File: src/rtl/pla_fitness_evaluator.sv
// pla_fitness_evaluator
//   Exhaustive-sweep response checker. It drives every pattern 0 .. 2^N_IN-1 on pi_o
//   to a candidate circuit and to a golden circuit at the same time. It then counts the
//   masked bit mismatches between their po vectors, which gives the CGP fitness figure.
//
// Ports
//   clk, rst          : rising-edge clock, synchronous active-high reset
//   start             : begin a sweep (accepted in idle only)
//   abort             : cancel a sweep in progress
//   out_mask          : scored output bits, latched when start is accepted
//   pi_o              : pattern driven to both circuits
//   dut_po, ref_po    : candidate / golden outputs (combinational from pi_o)
//   busy, done        : sweep in progress / one-cycle completion pulse
//   result_valid      : result outputs below hold a completed sweep
//   err_count         : saturating total of masked mismatched bits
//   fail_patterns     : patterns with at least one masked mismatch
//   first_fail(_valid): lowest failing pattern
module pla_fitness_evaluator #(
  parameter int unsigned N_IN  = 12,
  parameter int unsigned N_OUT = 8,
  parameter int unsigned ERR_W = 16,
  parameter int unsigned PIPE  = 0
) (
  input  logic             clk,
  input  logic             rst,
  input  logic             start,
  input  logic             abort,
  input  logic [N_OUT-1:0] out_mask,
  output logic [N_IN-1:0]  pi_o,
  input  logic [N_OUT-1:0] dut_po,
  input  logic [N_OUT-1:0] ref_po,
  output logic             busy,
  output logic             done,
  output logic             result_valid,
  output logic [ERR_W-1:0] err_count,
  output logic [N_IN:0]    fail_patterns,
  output logic [N_IN-1:0]  first_fail,
  output logic             first_fail_valid
);

  localparam int unsigned CntW  = $clog2(N_OUT + 1);
  localparam int unsigned SumW  = ERR_W + 1;
  localparam int unsigned FailW = N_IN + 1;
  localparam bit          Piped = (PIPE != 0);

  localparam logic [1:0] StIdle  = 2'd0;
  localparam logic [1:0] StSweep = 2'd1;
  localparam logic [1:0] StFlush = 2'd2;
  localparam logic [1:0] StDone  = 2'd3;

  localparam logic [N_IN-1:0]  PatLast = {N_IN{1'b1}};
  localparam logic [N_IN-1:0]  PatOne  = N_IN'(1);
  localparam logic [N_IN:0]    FailOne = FailW'(1);

  logic [1:0]       state_q, state_d;
  logic [N_IN-1:0]  pi_q, pi_d;
  logic [N_OUT-1:0] mask_q, mask_d;
  logic [ERR_W-1:0] err_q, err_d;
  logic [N_IN:0]    fail_q, fail_d;
  logic [N_IN-1:0]  ff_q, ff_d;
  logic             ffv_q, ffv_d;
  logic             rv_q, rv_d;

  // Compare source: live po values, or the previous cycle's registered copies.
  logic             cmp_en;
  logic [N_OUT-1:0] cmp_dut;
  logic [N_OUT-1:0] cmp_ref;
  logic [N_IN-1:0]  cmp_pat;

  if (Piped) begin : g_pipe
    logic [N_OUT-1:0] dut_q;
    logic [N_OUT-1:0] ref_q;
    logic [N_IN-1:0]  pat_q;
    logic             vld_q;

    always_ff @(posedge clk) begin
      if (rst) begin
        dut_q <= '0;
        ref_q <= '0;
        pat_q <= '0;
        vld_q <= 1'b0;
      end else begin
        dut_q <= dut_po;
        ref_q <= ref_po;
        pat_q <= pi_q;
        // Only copies taken during a sweep cycle are scored.
        vld_q <= (state_q == StSweep);
      end
    end

    assign cmp_dut = dut_q;
    assign cmp_ref = ref_q;
    assign cmp_pat = pat_q;
    assign cmp_en  = vld_q && ((state_q == StSweep) || (state_q == StFlush));
  end else begin : g_nopipe
    assign cmp_dut = dut_po;
    assign cmp_ref = ref_po;
    assign cmp_pat = pi_q;
    assign cmp_en  = (state_q == StSweep);
  end

  logic [N_OUT-1:0] diff;
  logic [CntW-1:0]  pop;
  logic [SumW-1:0]  err_sum;

  assign diff = (cmp_dut ^ cmp_ref) & mask_q;

  always_comb begin
    pop = '0;
    for (int i = 0; i < N_OUT; i++) begin
      pop = pop + CntW'(diff[i]);
    end
  end

  assign err_sum = {1'b0, err_q} + SumW'(pop);

  always_comb begin
    state_d = state_q;
    pi_d    = pi_q;
    mask_d  = mask_q;
    err_d   = err_q;
    fail_d  = fail_q;
    ff_d    = ff_q;
    ffv_d   = ffv_q;
    rv_d    = rv_q;

    if (cmp_en && !abort) begin
      err_d = err_sum[SumW-1] ? {ERR_W{1'b1}} : err_sum[ERR_W-1:0];
      if (diff != '0) begin
        fail_d = fail_q + FailOne;
        if (!ffv_q) begin
          ff_d  = cmp_pat;
          ffv_d = 1'b1;
        end
      end
    end

    case (state_q)
      StIdle: begin
        if (start) begin
          state_d = StSweep;
          pi_d    = '0;
          mask_d  = out_mask;
          err_d   = '0;
          fail_d  = '0;
          ff_d    = '0;
          ffv_d   = 1'b0;
          rv_d    = 1'b0;
        end
      end
      StSweep: begin
        if (abort) begin
          state_d = StIdle;
          pi_d    = '0;
        end else if (pi_q == PatLast) begin
          pi_d    = '0;
          state_d = Piped ? StFlush : StDone;
          rv_d    = !Piped;
        end else begin
          pi_d = pi_q + PatOne;
        end
      end
      StFlush: begin
        if (abort) begin
          state_d = StIdle;
        end else begin
          state_d = StDone;
          rv_d    = 1'b1;
        end
      end
      StDone: begin
        state_d = StIdle;
      end
      default: begin
        state_d = StIdle;
      end
    endcase
  end

  always_ff @(posedge clk) begin
    if (rst) begin
      state_q <= StIdle;
      pi_q    <= '0;
      mask_q  <= '0;
      err_q   <= '0;
      fail_q  <= '0;
      ff_q    <= '0;
      ffv_q   <= 1'b0;
      rv_q    <= 1'b0;
    end else begin
      state_q <= state_d;
      pi_q    <= pi_d;
      mask_q  <= mask_d;
      err_q   <= err_d;
      fail_q  <= fail_d;
      ff_q    <= ff_d;
      ffv_q   <= ffv_d;
      rv_q    <= rv_d;
    end
  end

  assign pi_o             = pi_q;
  assign busy             = (state_q == StSweep) || (state_q == StFlush);
  assign done             = (state_q == StDone);
  assign result_valid     = rv_q;
  assign err_count        = err_q;
  assign fail_patterns    = fail_q;
  assign first_fail       = ff_q;
  assign first_fail_valid = ffv_q;

endmodule
File: config.mk
export PLATFORM = sky130hd
export DESIGN_NAME = pla_fitness_evaluator
export DESIGN_NICKNAME = d
export VERILOG_FILES = /design/src/rtl/pla_fitness_evaluator.sv
export SDC_FILE = /design/constraint.sdc
export NUM_CORES = 1
export LEC_CHECK = 0
export BUFFER_PORTS_ARGS = -buffer_cell sky130_fd_sc_hd__buf_2
export CORE_MARGIN = 4
export CORE_UTILIZATION = 55
export DETAILED_ROUTE_END_ITERATION = 10
export HOLD_SLACK_MARGIN = 0.06
export PLACE_DENSITY = 0.82
export SLEW_MARGIN = 20
export SYNTH_ARGS = -nofsm -noshare
export SYNTH_HDL_FRONTEND = slang
export SYNTH_SLANG_ARGS = --single-unit
File: constraint.sdc
create_clock -name clk -period 7.95 [get_ports clk]
set_clock_uncertainty 0.1 [all_clocks]
set_input_delay 0.795 -clock clk [delete_from_list [all_inputs] [get_ports clk]]
set_output_delay 0.795 -clock clk [all_outputs]
set_load 0.01 [all_outputs]
## Word-level counts from Yosys, hierarchy flattened

Index checks and enable logic that the tools add are counted.

| storage, ports and cells | value |
|---|---|
| register bits | 65 |
| input port bits | 28 |
| output and inout bits | 57 |
| logic and storage cells | 71 |

| cells by class | value |
|---|---|
| add/sub/neg operators | 10 |
| reduce and logical (&&, ||, !) cells | 11 |
| multiplexer cells | 31 |
| eq/ne operators | 9 |
| bitwise logic cells | 2 |

Operators by type and width:

| kind | count |
|---|---|
| $mux W12 | 8 |
| $mux W16 | 4 |
| $mux W13 | 4 |
| $pmux W12 S2 | 1 |
| $add A16 B4 Y17 | 1 |
| $add A4 B1 Y4 | 4 |
| $add A13 B1 Y13 const B | 1 |
| $add A12 B1 Y12 const B | 1 |
| $eq A12 B12 Y1 const B | 1 |
| $and A8 B8 Y8 | 1 |
| $mux W1 | 8 |
| $mux W2 | 4 |
| $pmux W2 S4 | 1 |
| $reduce_bool A8 Y1 | 1 |
| $xor A8 B8 Y8 | 1 |
| $ne A2 B2 Y1 const B | 3 |
| $reduce_and A2 Y1 | 3 |
| $reduce_and A5 Y1 | 1 |
| $add A3 B1 Y4 | 1 |
| $eq A2 B2 Y1 const B | 2 |
| $add A2 B1 Y3 | 1 |
| $ne A3 B2 Y1 const B | 1 |
| $pmux W1 S3 | 1 |
| $reduce_bool A3 Y1 | 1 |
| 8 further kinds | 8 |

## Longest topological paths before layout

| depth | value |
|---|---|
| depth in word-level cells | 14 |
| mapped depth | 14 |
| gate-level depth less buffers | 13 |

## Worst setup path before layout

OpenSTA, ideal clock, no wires.

| path | value |
|---|---|
| path kind | input-to-reg |
| start point | in ref_po[0] |
| end point | reg err_q[7] (netlist: err_count[7]) |
| stages | 14 |
| library setup time | 133 ps |
| setup slack | 3241 ps |
| data required time | 7717 ps |
| buffers on the path | 1 |
| data arrival time | 4476 ps |
| cells stage by stage | xor2_1 -> nand2_1 -> fa_1 -> fa_1 -> inv_1 -> fa_1 -> fa_1 -> fa_1 -> a21o_1 -> a21oi_1 -> or3_1 -> buf_6 -> and4_1 -> a211oi_1 |

| on the way | value |
|---|---|
| word-level cells in the longest chain between the ends | 14 |

Ends and longest elaborated chain:

| item | line | RTL |
|---|---|---|
| start: declaration | 31 | `input logic [N_OUT-1:0] ref_po,` |
| $xor A8 B8 Y8 * | 106 | `assign diff = (cmp_dut ^ cmp_ref) & mask_q;` |
| $and A8 B8 Y8 * | 106 |  |
| $add A1 B1 Y2 * | 111 | `pop = pop + CntW'(diff[i]);` |
| $add A2 B1 Y3 * | 111 |  |
| $add A3 B1 Y4 * | 111 |  |
| $add A4 B1 Y4 * (4 in a row) | 111 |  |
| $add A16 B4 Y17 * | 115 | `assign err_sum = {1'b0, err_q} + SumW'(pop);` |
| $mux W16 * | 128 | `err_d = err_sum[SumW-1] ? {ERR_W{1'b1}} : err_sum[ERR_W-1:0];` |
| $mux W16 * | 127 | `if (cmp_en && !abort) begin` |
| $mux W16 | 140 | `if (start) begin` |
| $mux W16 * | 138 | `case (state_q)` |
| end signal: assignment | 194 | `err_q <= err_d;` |
| end: declaration | 58 | `logic [ERR_W-1:0] err_q, err_d;` |

Every way passes the cells marked *; elsewhere a longest branch is shown, timed or not.
A chain may end at the register's enable or synchronous reset.

## Final worst setup path

| path | value |
|---|---|
| start point | in ref_po[2] |
| end point | reg err_q[7] (netlist: err_count[7]) |

| on the way | value |
|---|---|
| word-level cells in the longest chain between the ends | 13 |

Ends and longest elaborated chain:

| item | line |
|---|---|
| $xor A8 B8 Y8 * | 106 |
| $and A8 B8 Y8 * | 106 |
| $add A2 B1 Y3 * | 111 |
| $add A3 B1 Y4 * | 111 |
| $add A4 B1 Y4 * (4 in a row) | 111 |
| $add A16 B4 Y17 * | 115 |
| $mux W16 * | 128 |
| $mux W16 * | 127 |
| $mux W16 | 140 |
| $mux W16 * | 138 |

Marks and branches as above.

==> results.toml <==
[final_layout]
final.fill_count = 461
final_stage_net_count = 512
layout-area-overhead-vs-synth_pct = 19.5
antennaDiodeCount = 0
layout.cells.most_common = "sky130_fd_sc_hd__buf_2"
instances_no_fill = 543
drive_above_1_share = 0.229
mostFrequentLayoutCells = "84 x sky130_fd_sc_hd__buf_2, 65 x sky130_fd_sc_hd__dfxtp_1, 44 x sky130_fd_sc_hd__a21oi_1, 43 x sky130_fd_sc_hd__nand2_1, 26 x sky130_fd_sc_hd__nor2_1"

[sta]
grt_setup_unrepaired = "false"
relSlewSlack = 0.344
final.min_clock_period_ns = 4.78
post-route-period-util = 0.601
fmaxAchievable_ghz = 0.209
worstMarginPinSlew_ns = 0.984
tns_ns = 0
maxSlewViolCount = 0
final.hold.worst_slack_ns = 0.371
final-hold-violation-count = 0
finalSetupViolCount = 0

[clock_tree]
cts-htree-levels = 3
clockBufferDepth = 2
setup_buffers_after_cts = 0
numClockSinks = 65
cts.hold.buffers_added = 0
clk_transition_reported_paths_ns = 0.07
tritoncts = "done"
postCtsResizedCells = 0
worst_skew_pair.late_latency_ns = 0.34
clock_tree.root_cell = "sky130_fd_sc_hd__clkbuf_8"
cts_buffers = 9

[worst_setup_path]
worstPathMaxFanout = 8
timing.rr.start = "err_count[0]"
ff2ff_path_depth = 12
worstSetupEndpointType = "flop"
timing_worst_setup_path_type = "input port to flop"
cp_data_required_time_ns = 8.06
timing.reg2reg.setup_slack_ns = 3.56
crit_arrival_ns = 4.89
worst_setup_path_startpoint = "ref_po[2]"
start_kind = "input port"
r2r-end = "err_count[7]"

[die]
die_width_um = 85.0
die_y_um = 85.0
io-pin-count = 85
dieArea_um2 = 7220
core_box_area_um2 = 5640
floorplan.rows = 27
initial_core_util = 0.578

[pwr]
power_leakage_nw = 1.69
max-vdd-ir-drop_v = 0.000164
pwr_density_cell_nw_per_um2 = 208

[drt]
drt-pass1-iter-count = 5
via_count = 3096
wire_per_inst_um = 14.2
ant_nets = 0
detail_route.drc_violations = 0
via_per_inst = 5.70
wirelength_routed_um = 7700
detail_route.iter0.violations = 127

[logic_synthesis]
synth_warnings = 0
synth_seq_cells = 65
syn-cell-area_um2 = 3260
seq_area_frac_synth = 0.399
synth-edff-count = 0
syn_avg_cell_area_um2 = 8.43
synth_area_leader_cell = "sky130_fd_sc_hd__dfxtp_1"
yosys-top-cells-area = "sky130_fd_sc_hd__dfxtp_1 40%, sky130_fd_sc_hd__a21oi_1 6.8%, sky130_fd_sc_hd__xor2_1 5.4%"
synth.lib_cells_used.distinct = 39
mappedNetlistNets = 432
synth_top_area_frac = 0.399
postSynth.topFlopCell = "sky130_fd_sc_hd__dfxtp_1"
async_flop_share = 0
post_synthesis_cells = 387

[place]
place.port_buffers = 84
detailed_place_hpwl_um = 5710
place.gp.congestion = 0.870
placedCellCount = 528

[grt]
grt_pass1_vias = 2887
grt.total_usage = 0.219
grt_overflow = 0
wire_length_of_the_first_global_routing_pass_um = 13100
antenna_found_initial = 0
grt_start_max_net_pins = 39

[run]
drv.max_cap_violation_count = 0

[status]
status = "completed"

[min_path]
worst_hold_path.num_cells = 2
min-delay-path-class = "flop to flop"
hp-start = "mask_q[6]"
worst_hold_path.endpoint = "mask_q[6]"
-- worst max-delay path, stage by stage --
cell and delay (ns):
sky130_fd_sc_hd__buf_2 0.10, sky130_fd_sc_hd__xor2_1 0.19, sky130_fd_sc_hd__nand2_1 0.12, sky130_fd_sc_hd__fa_1 0.48
sky130_fd_sc_hd__fa_1 0.54, sky130_fd_sc_hd__inv_1 0.06, sky130_fd_sc_hd__fa_1 0.50, sky130_fd_sc_hd__fa_1 0.48
sky130_fd_sc_hd__fa_1 0.43, sky130_fd_sc_hd__a21o_1 0.20, sky130_fd_sc_hd__a21oi_1 0.39, sky130_fd_sc_hd__or3_1 0.32
sky130_fd_sc_hd__and4_1 0.22, sky130_fd_sc_hd__a211oi_1 0.07
-- state kept, by name, indices dropped and copies added (netlist names) --
name and flops:
first_fail_valid 1, first_fail 12, pi_o 12, fail_patterns 13
mask_q 8, err_count 16, result_valid 1, state_q 2
-- where the power goes --
| group | internal, mW | switching (mW) | total, mW | leakage [nW] |
|---|---|---|---|---|
| combinational | 0.0633 | 0.128 | 0.192 | 1.07 |
| clock | 0.142 | 0.127 | 0.269 | 0.0990 |
| sequential | 0.340 | 0.0121 | 0.352 | 0.525 |
-- per-stage QoR --
stage	power [mW]	area (um2)	setup WS [ns]	util
2_1_floorplan	0.504	3260	3.24	-
3_3_place_gp	0.546	3710	2.92	0.658
3_5_place_dp	0.552	3710	2.82	0.658
4_1_cts	0.817	3900	3.17	0.691
5_1_grt	0.863	3900	2.86	0.691
6_report	0.812	3900	3.17	0.691
-- how the worst max path moves through the flow --
stage	to	cells after the start
global route	err_count[7]	14
CTS	err_count[7]	14
global placement	err_count[7]	14
floorplan	err_count[7]	14
finish	err_count[7]	14
detailed placement	err_count[7]	14
-- synth_stat cells, drive strengths merged (4+ instances only) --
| master | n |
|---|---|
| and3 | 8 |
| ha | 12 |
| clkbuf | 15 |
| nand3 | 23 |
| nand2 | 43 |
| mux2i | 4 |
| o21bai | 4 |
| o31ai | 5 |
| a22oi | 4 |
| and2 | 7 |
| o21ai | 24 |
| or3 | 7 |
| nor3 | 4 |
| a21oi | 44 |
| xor2 | 20 |
| fa | 5 |
| dfxtp | 65 |
| inv | 9 |
| a31oi | 6 |
| nor2 | 26 |
| a211oi | 5 |
| nand4 | 12 |
| or4 | 6 |
-- cell families (layout without fill, tap and decap cells) --
group / count (synthesis) / in the layout / synth area share
simple gates: 150 / 150 / 0.234
fa+ha+maj: 17 / 17 / 0.0767
compound gates: 102 / 102 / 0.184
flops: 65 / 65 / 0.399
mux: 4 / 4 / 0.0123
buf+inv: 26 / 110 / 0.0322
xor+xnor: 23 / 23 / 0.0618
-- area by class of cell --
class | count | area (um2) | area share
Sequential cell | 65 | 1300 | 0.334
Clock inverter | 6 | 58.8 | 0.0151
Clock buffer | 9 | 124 | 0.0318
Tap cell | 72 | 90.1 | 0.0231
Inverter | 9 | 33.8 | 0.00867
Timing Repair Buffer | 86 | 435 | 0.112
Multi-Input combinational cell | 296 | 1850 | 0.476
-- metal layers --
layer	vias up	GRT usage	part of all wire
li1	1553	-	-
met1	1440	0.277	0.44
met2	88	0.359	0.48
met4	0	0.0993	0.018
met3	15	0.0447	0.054
met5	-	0	0
No activity file was read; power rests on OpenSTA's default activity.
